File: src/rtl/core_sequencer.sv
// Program loader and run sequencer for a small processor core: streams machine code into
// instruction memory, pulses core reset, runs the core and times it. Optional watchdog: SEQ_WATCHDOG_EN.
module core_sequencer #(
  parameter int AW  = 10,
  parameter int IW  = 9,
  parameter int CW  = 16,
  parameter int TMO = 1000
) (
  input  logic          clk,
  input  logic          reset,
  input  logic          ld_valid,
  input  logic [IW-1:0] ld_data,
  input  logic          ld_last,
  output logic          ld_ready,
  input  logic          start,
  output logic          imem_we,
  output logic [AW-1:0] imem_addr,
  output logic [IW-1:0] imem_wdata,
  output logic          core_reset,
  output logic          core_req,
  input  logic          core_done,
  output logic [AW-1:0] prog_len,
  output logic [CW-1:0] cycles,
  output logic          busy,
  output logic          finished,
  output logic          timed_out
);

  typedef enum logic [2:0] {
    S_IDLE, S_LOAD, S_LOADED, S_CRST, S_RUN, S_DONE, S_TOUT
  } state_t;

  localparam logic [AW-1:0] ADDR_MAX = '1;
  localparam logic [CW-1:0] CYC_MAX  = '1;

  state_t        state_reg, state_next;
  logic [AW-1:0] addr_reg;
  logic [AW-1:0] len_reg;
  logic [CW-1:0] cyc_reg;
  logic          crst_cnt_reg;

  logic accept, addr_end, load_end, cyc_sat, wd_hit, wd_en;

  assign accept   = ld_valid & ld_ready;
  assign addr_end = (addr_reg == ADDR_MAX);
  // A word landing on the top address closes the program so address 0 is never overwritten.
  assign load_end = accept & (ld_last | addr_end);
  assign cyc_sat  = (cyc_reg == CYC_MAX);
  // True when the RUN cycle in progress is the TMO-th one.
  assign wd_hit   = (64'(cyc_reg) + 64'd1) >= 64'(TMO);

`ifdef SEQ_WATCHDOG_EN
  assign wd_en = 1'b1;
`else
  assign wd_en = 1'b0;
`endif

  always_ff @(posedge clk) begin
    if (reset) state_reg <= S_IDLE;
    else       state_reg <= state_next;
  end

  always_comb begin
    state_next = state_reg;
    case (state_reg)
      S_IDLE, S_LOAD: begin
        if (accept) state_next = load_end ? S_LOADED : S_LOAD;
      end
      S_LOADED, S_DONE, S_TOUT: begin
        if (start) state_next = S_CRST;
      end
      S_CRST: begin
        if (crst_cnt_reg) state_next = S_RUN;
      end
      S_RUN: begin
        if (core_done)           state_next = S_DONE;
        else if (wd_en & wd_hit) state_next = S_TOUT;
      end
      default: state_next = S_IDLE;
    endcase
  end

  always_ff @(posedge clk) begin
    if (reset) begin
      addr_reg     <= '0;
      len_reg      <= '0;
      cyc_reg      <= '0;
      crst_cnt_reg <= 1'b0;
    end else begin
      if (accept && !load_end) addr_reg <= addr_reg + AW'(1);
      // A full memory holds 2^AW words, which prog_len cannot express; it saturates instead.
      if (load_end) len_reg <= addr_end ? ADDR_MAX : addr_reg + AW'(1);
      crst_cnt_reg <= (state_reg == S_CRST) ? ~crst_cnt_reg : 1'b0;
      if (state_next == S_CRST && state_reg != S_CRST) cyc_reg <= '0;
      else if (state_reg == S_RUN && !cyc_sat)         cyc_reg <= cyc_reg + CW'(1);
    end
  end

  always_comb begin
    ld_ready   = (state_reg == S_IDLE) || (state_reg == S_LOAD);
    imem_we    = ld_valid & ld_ready & ~reset;
    core_reset = reset | ~((state_reg == S_RUN) || (state_reg == S_DONE));
    core_req   = ~reset & (state_reg == S_RUN);
    busy       = ~reset & ((state_reg == S_LOAD) || (state_reg == S_CRST) || (state_reg == S_RUN));
    finished   = ~reset & (state_reg == S_DONE);
    timed_out  = wd_en & ~reset & (state_reg == S_TOUT);
  end

  assign imem_addr  = addr_reg;
  assign imem_wdata = ld_data;
  assign prog_len   = len_reg;
  assign cycles     = cyc_reg;

endmodule
File: config.mk
export PLATFORM = sky130hd
export DESIGN_NAME = core_sequencer
export DESIGN_NICKNAME = d
export VERILOG_FILES = /design/src/rtl/core_sequencer.sv
export SDC_FILE = /design/constraint.sdc
export NUM_CORES = 1
export LEC_CHECK = 0
export ABC_AREA = 1
export ABC_CLOCK_PERIOD_IN_PS = 2000
export BUFFER_PORTS_ARGS = -buffer_cell sky130_fd_sc_hd__buf_2
export CAP_MARGIN = 30
export CORE_ASPECT_RATIO = 2
export CORE_MARGIN = 2
export CORE_UTILIZATION = 50
export DETAILED_ROUTE_END_ITERATION = 16
export PLACE_DENSITY = 0.86
export SYNTH_ARGS = -nofsm -noshare
export SYNTH_HDL_FRONTEND = slang
export SYNTH_SLANG_ARGS = --single-unit
File: constraint.sdc
create_clock -name clk -period 2 [get_ports clk]
set_clock_uncertainty 0.2 [all_clocks]
set_input_delay 0.5 -clock clk [delete_from_list [all_inputs] [get_ports clk]]
set_output_delay 0.5 -clock clk [all_outputs]
set_load 0.005 [all_outputs]
After elaboration in Yosys (flattened, before gate mapping)
Index checks and enable logic that the tools add are counted.
Operators by class
  $add $sub $neg: 2
  equal/unequal tests: 10
  multiplexer cells: 7
  bitwise operators: 12
  reduce and logical (&&, ||, !) cells: 14
Operators by type and width (number)
  16-bit by 1-bit adder with 16-bit output (second input constant): 1
  16-bit equality test (second input constant): 1
  3-bit two-way mux: 4
  3-bit one-hot mux with 4 select lines: 1
  10-bit by 1-bit adder with 10-bit output (second input constant): 1
  10-bit equality test (second input constant): 1
  10-bit two-way mux: 1
  3-bit by 2-bit equality test with 1-bit output (second input constant): 3
  3-bit equality test (second input constant): 3
  1-bit bitwise AND: 6
  2-bit OR reduction: 3
  1-bit logical OR: 4
  1-bit inverter: 4
  3-bit by 1-bit equality test with 1-bit output (second input constant): 1
  1-bit logical AND: 3
  3-bit zero test: 1
  3-bit by 2-bit inequality test with 1-bit output (second input constant): 1
  3-bit OR reduction: 1
  1-bit zero test: 2
  2-bit two-way mux: 1
  1-bit bitwise OR: 2
Word-level totals
  register bits: 40
  output and inout port bits: 52
  word-level logic and storage cells: 50

Longest topological paths before layout
  word-level depth: 10
  mapped depth: 12
  depth with buffers taken out: 11

Least setup slack after synthesis
OpenSTA, ideal clock, no wires.
  path type: register -> register
  from: reg addr_reg[0] (netlist: imem_addr[0])
  to: reg cyc_reg[6] (netlist: cycles[6])
  library setup time: 120 ps
  arrival: 1516 ps
  data required time: 1680 ps
  setup slack: 164 ps
  stages on the path, launching flop included: 12
  period minus slack after synthesis: 1836 ps
  cells stage by stage: dfxtp_1 ha_1 nand2_2 nor2_4 nand3_4 nand2_2 nand2_4 a21oi_2 nand2_2 nand2_4 buf_12 nor2_4
On the way
  cells in the longest elaborated chain, start to end: 9
Ends and longest elaborated chain
  start, declared: RTL line 37  | logic [AW-1:0] addr_reg;
  start signal, assigned: RTL line 90  | if (accept && !load_end) addr_reg <= addr_reg + AW'(1);
  10-bit equality test: RTL line 45  | assign addr_end = (addr_reg == ADDR_MAX);
  1-bit bitwise OR: RTL line 47  | assign load_end = accept & (ld_last | addr_end);
  1-bit bitwise AND: RTL line 47
  2-bit two-way mux: RTL line 67  | if (accept) state_next = load_end ? S_LOADED : S_LOAD;
  3-bit two-way mux: RTL line 67
  3-bit one-hot mux with 4 select lines: RTL line 65  | case (state_reg)
  3-bit by 2-bit equality test with 1-bit output: RTL line 94  | if (state_next == S_CRST && state_reg != S_CRST) cyc_reg <= '0;
  1-bit logical AND: RTL line 94
  2-bit OR reduction (no source line)
  end signal, assigned: RTL line 95  | else if (state_reg == S_RUN && !cyc_sat) cyc_reg <= cyc_reg + CW'(1);
  end, declared: RTL line 39  | logic [CW-1:0] cyc_reg;
No other way between the ends.
A chain may end at the register's enable or synchronous reset.

Final worst setup path
  from: reg state_reg[2]
  to: out imem_we
On the way
  cells in the longest elaborated chain, start to end: 4
Ends and longest elaborated chain
  start, declared: RTL line 36  | state_t state_reg, state_next;
  start signal, assigned: RTL line 60  | else state_reg <= state_next;
  3-bit by 1-bit equality test with 1-bit output / 3-bit zero test (equally long branches): RTL line 100  | ld_ready = (state_reg == S_IDLE) || (state_reg == S_LOAD);
  1-bit logical OR (*): RTL line 100
  1-bit bitwise AND (*) (2 in series): RTL line 101  | imem_we = ld_valid & ld_ready & ~reset;
  end, declared: RTL line 16  | output logic imem_we,
Every way passes the cells marked *; elsewhere a longest branch is shown, timed or not.

==> metrics.yaml <==
floorplan.rows: 35
post-route-util_pct: 61.9
grt_pass1_vias: 2178
wl_per_cell_um: 12.9
finalWorstSetupSlack_ns: 0.0789
postSynth.asyncResetShare_pct: 0
maxClockFrequency_mhz: 521
cts.hold.buffers_added: 0
yosysTopAreaCell: "dfxtp_1"
hpwlAfterDp_um: 4560
final_standard_cell_count_with_taps_included_and_fillers_excluded: 439
status: "finished, final reports clean"
worst_setup_path_category: "reg2out"
clkSinkCount: 40
grt.overflow.total: 0
synth_top_cell_area_share_pct: 33.4
htree_num_levels: 2
numCtsBuffers: 5
viasPerCell: 5.01
slew_violations: 0
grt_pass1_wl_um: 9100
dominant_cells_by_area_after_synthesis: "dfxtp_1 (33%), nand2_1 (9.9%), nor2_1 (8.1%)"
rsz_0062_raised_after_global_routing: "yes"
post_synth_mux_area_share_pct: 0
synth_top_family_by_area: "simple AND/OR/NAND/NOR gates"
crit_path_start_kind: "flop"
hold_path.class: "reg2reg"
final_cell_area_um2: 2850
drc: 0
syn_to_final_growth_pct: 18.8
place_congestion: 0.851
synth_sequential_area_ratio_pct: 33.4
cts_root_buf: "clkbuf_8"
layout.filler_cells: 416
post_detailed_placement_cell_area_um2: 2700
syn-cell-area_um2: 2400
die_outline_area_um2: 5400
first_pass_iters: 4
drt-total-wl_um: 5670
dpl_worst_slack_ns: 0.0784
grt_usage_pct: 22.5
syn-instance-count: 329
cts_tree: "yes"
finalSetupViolCount: 0
crit_required_ns: 1.30
crit_path_cell_trace: "inv_2 -> nand2_2 -> nor2_4 -> inv_1 -> nor2_1 -> buf_2"
floorplan.initialDensity_pct: 52.1
antenna_found_initial: 0
drive_gt1_share_pct: 31.0
synth_edf_count: 0
total_leakage_power_nw: 1.34
setup.worst_path.end_class: "primary output"
layout_commonest_cell: "nand2_1"
maxCapViolCount: 0
layout_common_cells: "nand2_1 (61), nor2_1 (51), buf_2 (47), inv_1 (39), dfxtp_1 (37)"
vias: 2198
worstPathBufferInverterCount: 3
report.final.hold_viol_count: 0
cp_slowest_stage_delay_ns: 0.36
totalNegativeSetupSlack_ns: 0
synth-simple-area-share_pct: 36.7
final_min_period_over_clock_period_pct: 96.1
largest_reg_flops: 16
yosysWarningCount: 0
i_o_pin_count: 67
synthFlopType: "dfxtp_1"
synth.distinct_cells: 37
vdd_ir_drop_max_uv: 674
path_clk_slew_ns: 0.08
ant_nets: 0
grt_start_max_net_pins: 21
critPathMaxFanout: 4
postSynthAreaPerCell_um2: 7.28
dieHeight_um: 102
post_synth_xor_area_fraction_pct: 6.89
fp.dieW_um: 53.0
finalWorstPathRequiredPeriod_ns: 1.92
placed_cells_incl_taps: 428
placeableCoreArea_um2: 4600
buffer_ports.inserted: 47
yosys.area_share.adder_pct: 1.04
count_of_state_elements_after_synthesis: 40
crit_family: "flip-flops"
initialDrtViolationCount: 51
power_density_nw_per_um2: 612
synth.net_count: 346
fin_nets: 400
synth_compound_gate_area_share_pct: 9.40
max_buffers_root_to_sink: 2
antenna-diode-count: 0
slowest_stage_cell_on_the_critical_path: "dfxtp_1"
arrival_time_worst_endpoint_ns: 1.22
clk_latency_ns: 0.29
==> layout make-up <==
type	instances	area, um^2	share of cell area [%]
multi-input cells	229	1320	46.2
clock inverters	2	35.0	1.23
well taps	55	68.8	2.42
repair buffers	64	388	13.6
inverters	43	161	5.67
clock buffers	6	72.6	2.55
flip-flops and latches	40	805	28.3
==> cell usage after synthesis (2+ instances only) <==
library cell  number
xor2_1            16
nand3_2            2
dfxtp_1           40
inv_2              4
buf_6              2
nand4_1            7
buf_4             10
buf_2              2
o21ai_0           19
inv_1             39
nand2_1           63
ha_1               2
nand3_1           12
nand2_4            4
nor2_1            52
nand2_2            8
a21oi_1           14
nor2_4            14
==> path summary, 6_finish.rpt <==
path	slack (ns)	cells after the start	end	start
worst max-delay path	0.08	6	imem_we	state_reg[2]
worst min-delay path	0.31	2	imem_addr[1]	imem_addr[1]
worst min register to register	0.31	2	imem_addr[1]	imem_addr[1]
worst max register to register	0.13	10	cycles[6]	cycles[1]
==> cell families after synthesis <==
group	count (synthesis)
and+or+nand+nor	168
AOI/OAI and AO/OA	40
DFF	40
other	1
buffers and inverters	60
xor gates and xnor gates	18
adders and majority gates	2
==> where the power goes <==
| part | switching, W | internal (W) | total [W] |
|---|---|---|---|
| clock | 0.000272 | 0.000370 | 0.000642 |
| sequential | 0.0000266 | 0.000830 | 0.000856 |
| combinational | 0.000140 | 0.000103 | 0.000243 |
==> layer usage <==
layer  wire length [um]  global-route usage, %  up-vias
li1                   -                      -     1117
met1               1960                   19.4      993
met2               3240                   45.1       73
met3                241                   3.22       15
met4                217                   13.0        0
met5                  0                      0        -
==> through the flow <==
| stage | total power, W | hold slack (ns) |
|---|---|---|
| global route | 0.00181 | 0.315 |
| floorplan | 0.00103 | 0.268 |
| finish | 0.00174 | 0.308 |
| detailed placement | 0.00111 | 0.290 |
| CTS | 0.00175 | 0.303 |
| global placement | 0.00110 | 0.260 |
==> worst register-to-register path, delay by kind of cell, from the launching register on <==
kind	cells	cell delay, ns
flops	1	0.36
fa+ha+maj	1	0.21
simple gates	7	0.56
buf+inv	1	0.20
xor+xnor	1	0.24
==> repair_timing <==
| action | in CTS | in global routing |
|---|---|---|
| buffers inserted | 1 | 2 |
| setup endpoints to repair | 2 | 13 |
| gates resized for setup | 1 | 8 |
| endpoints found under the hold margin | 0 | 0 |
| pin swaps | 1 | 0 |
(Power assumes the default switching activity.)
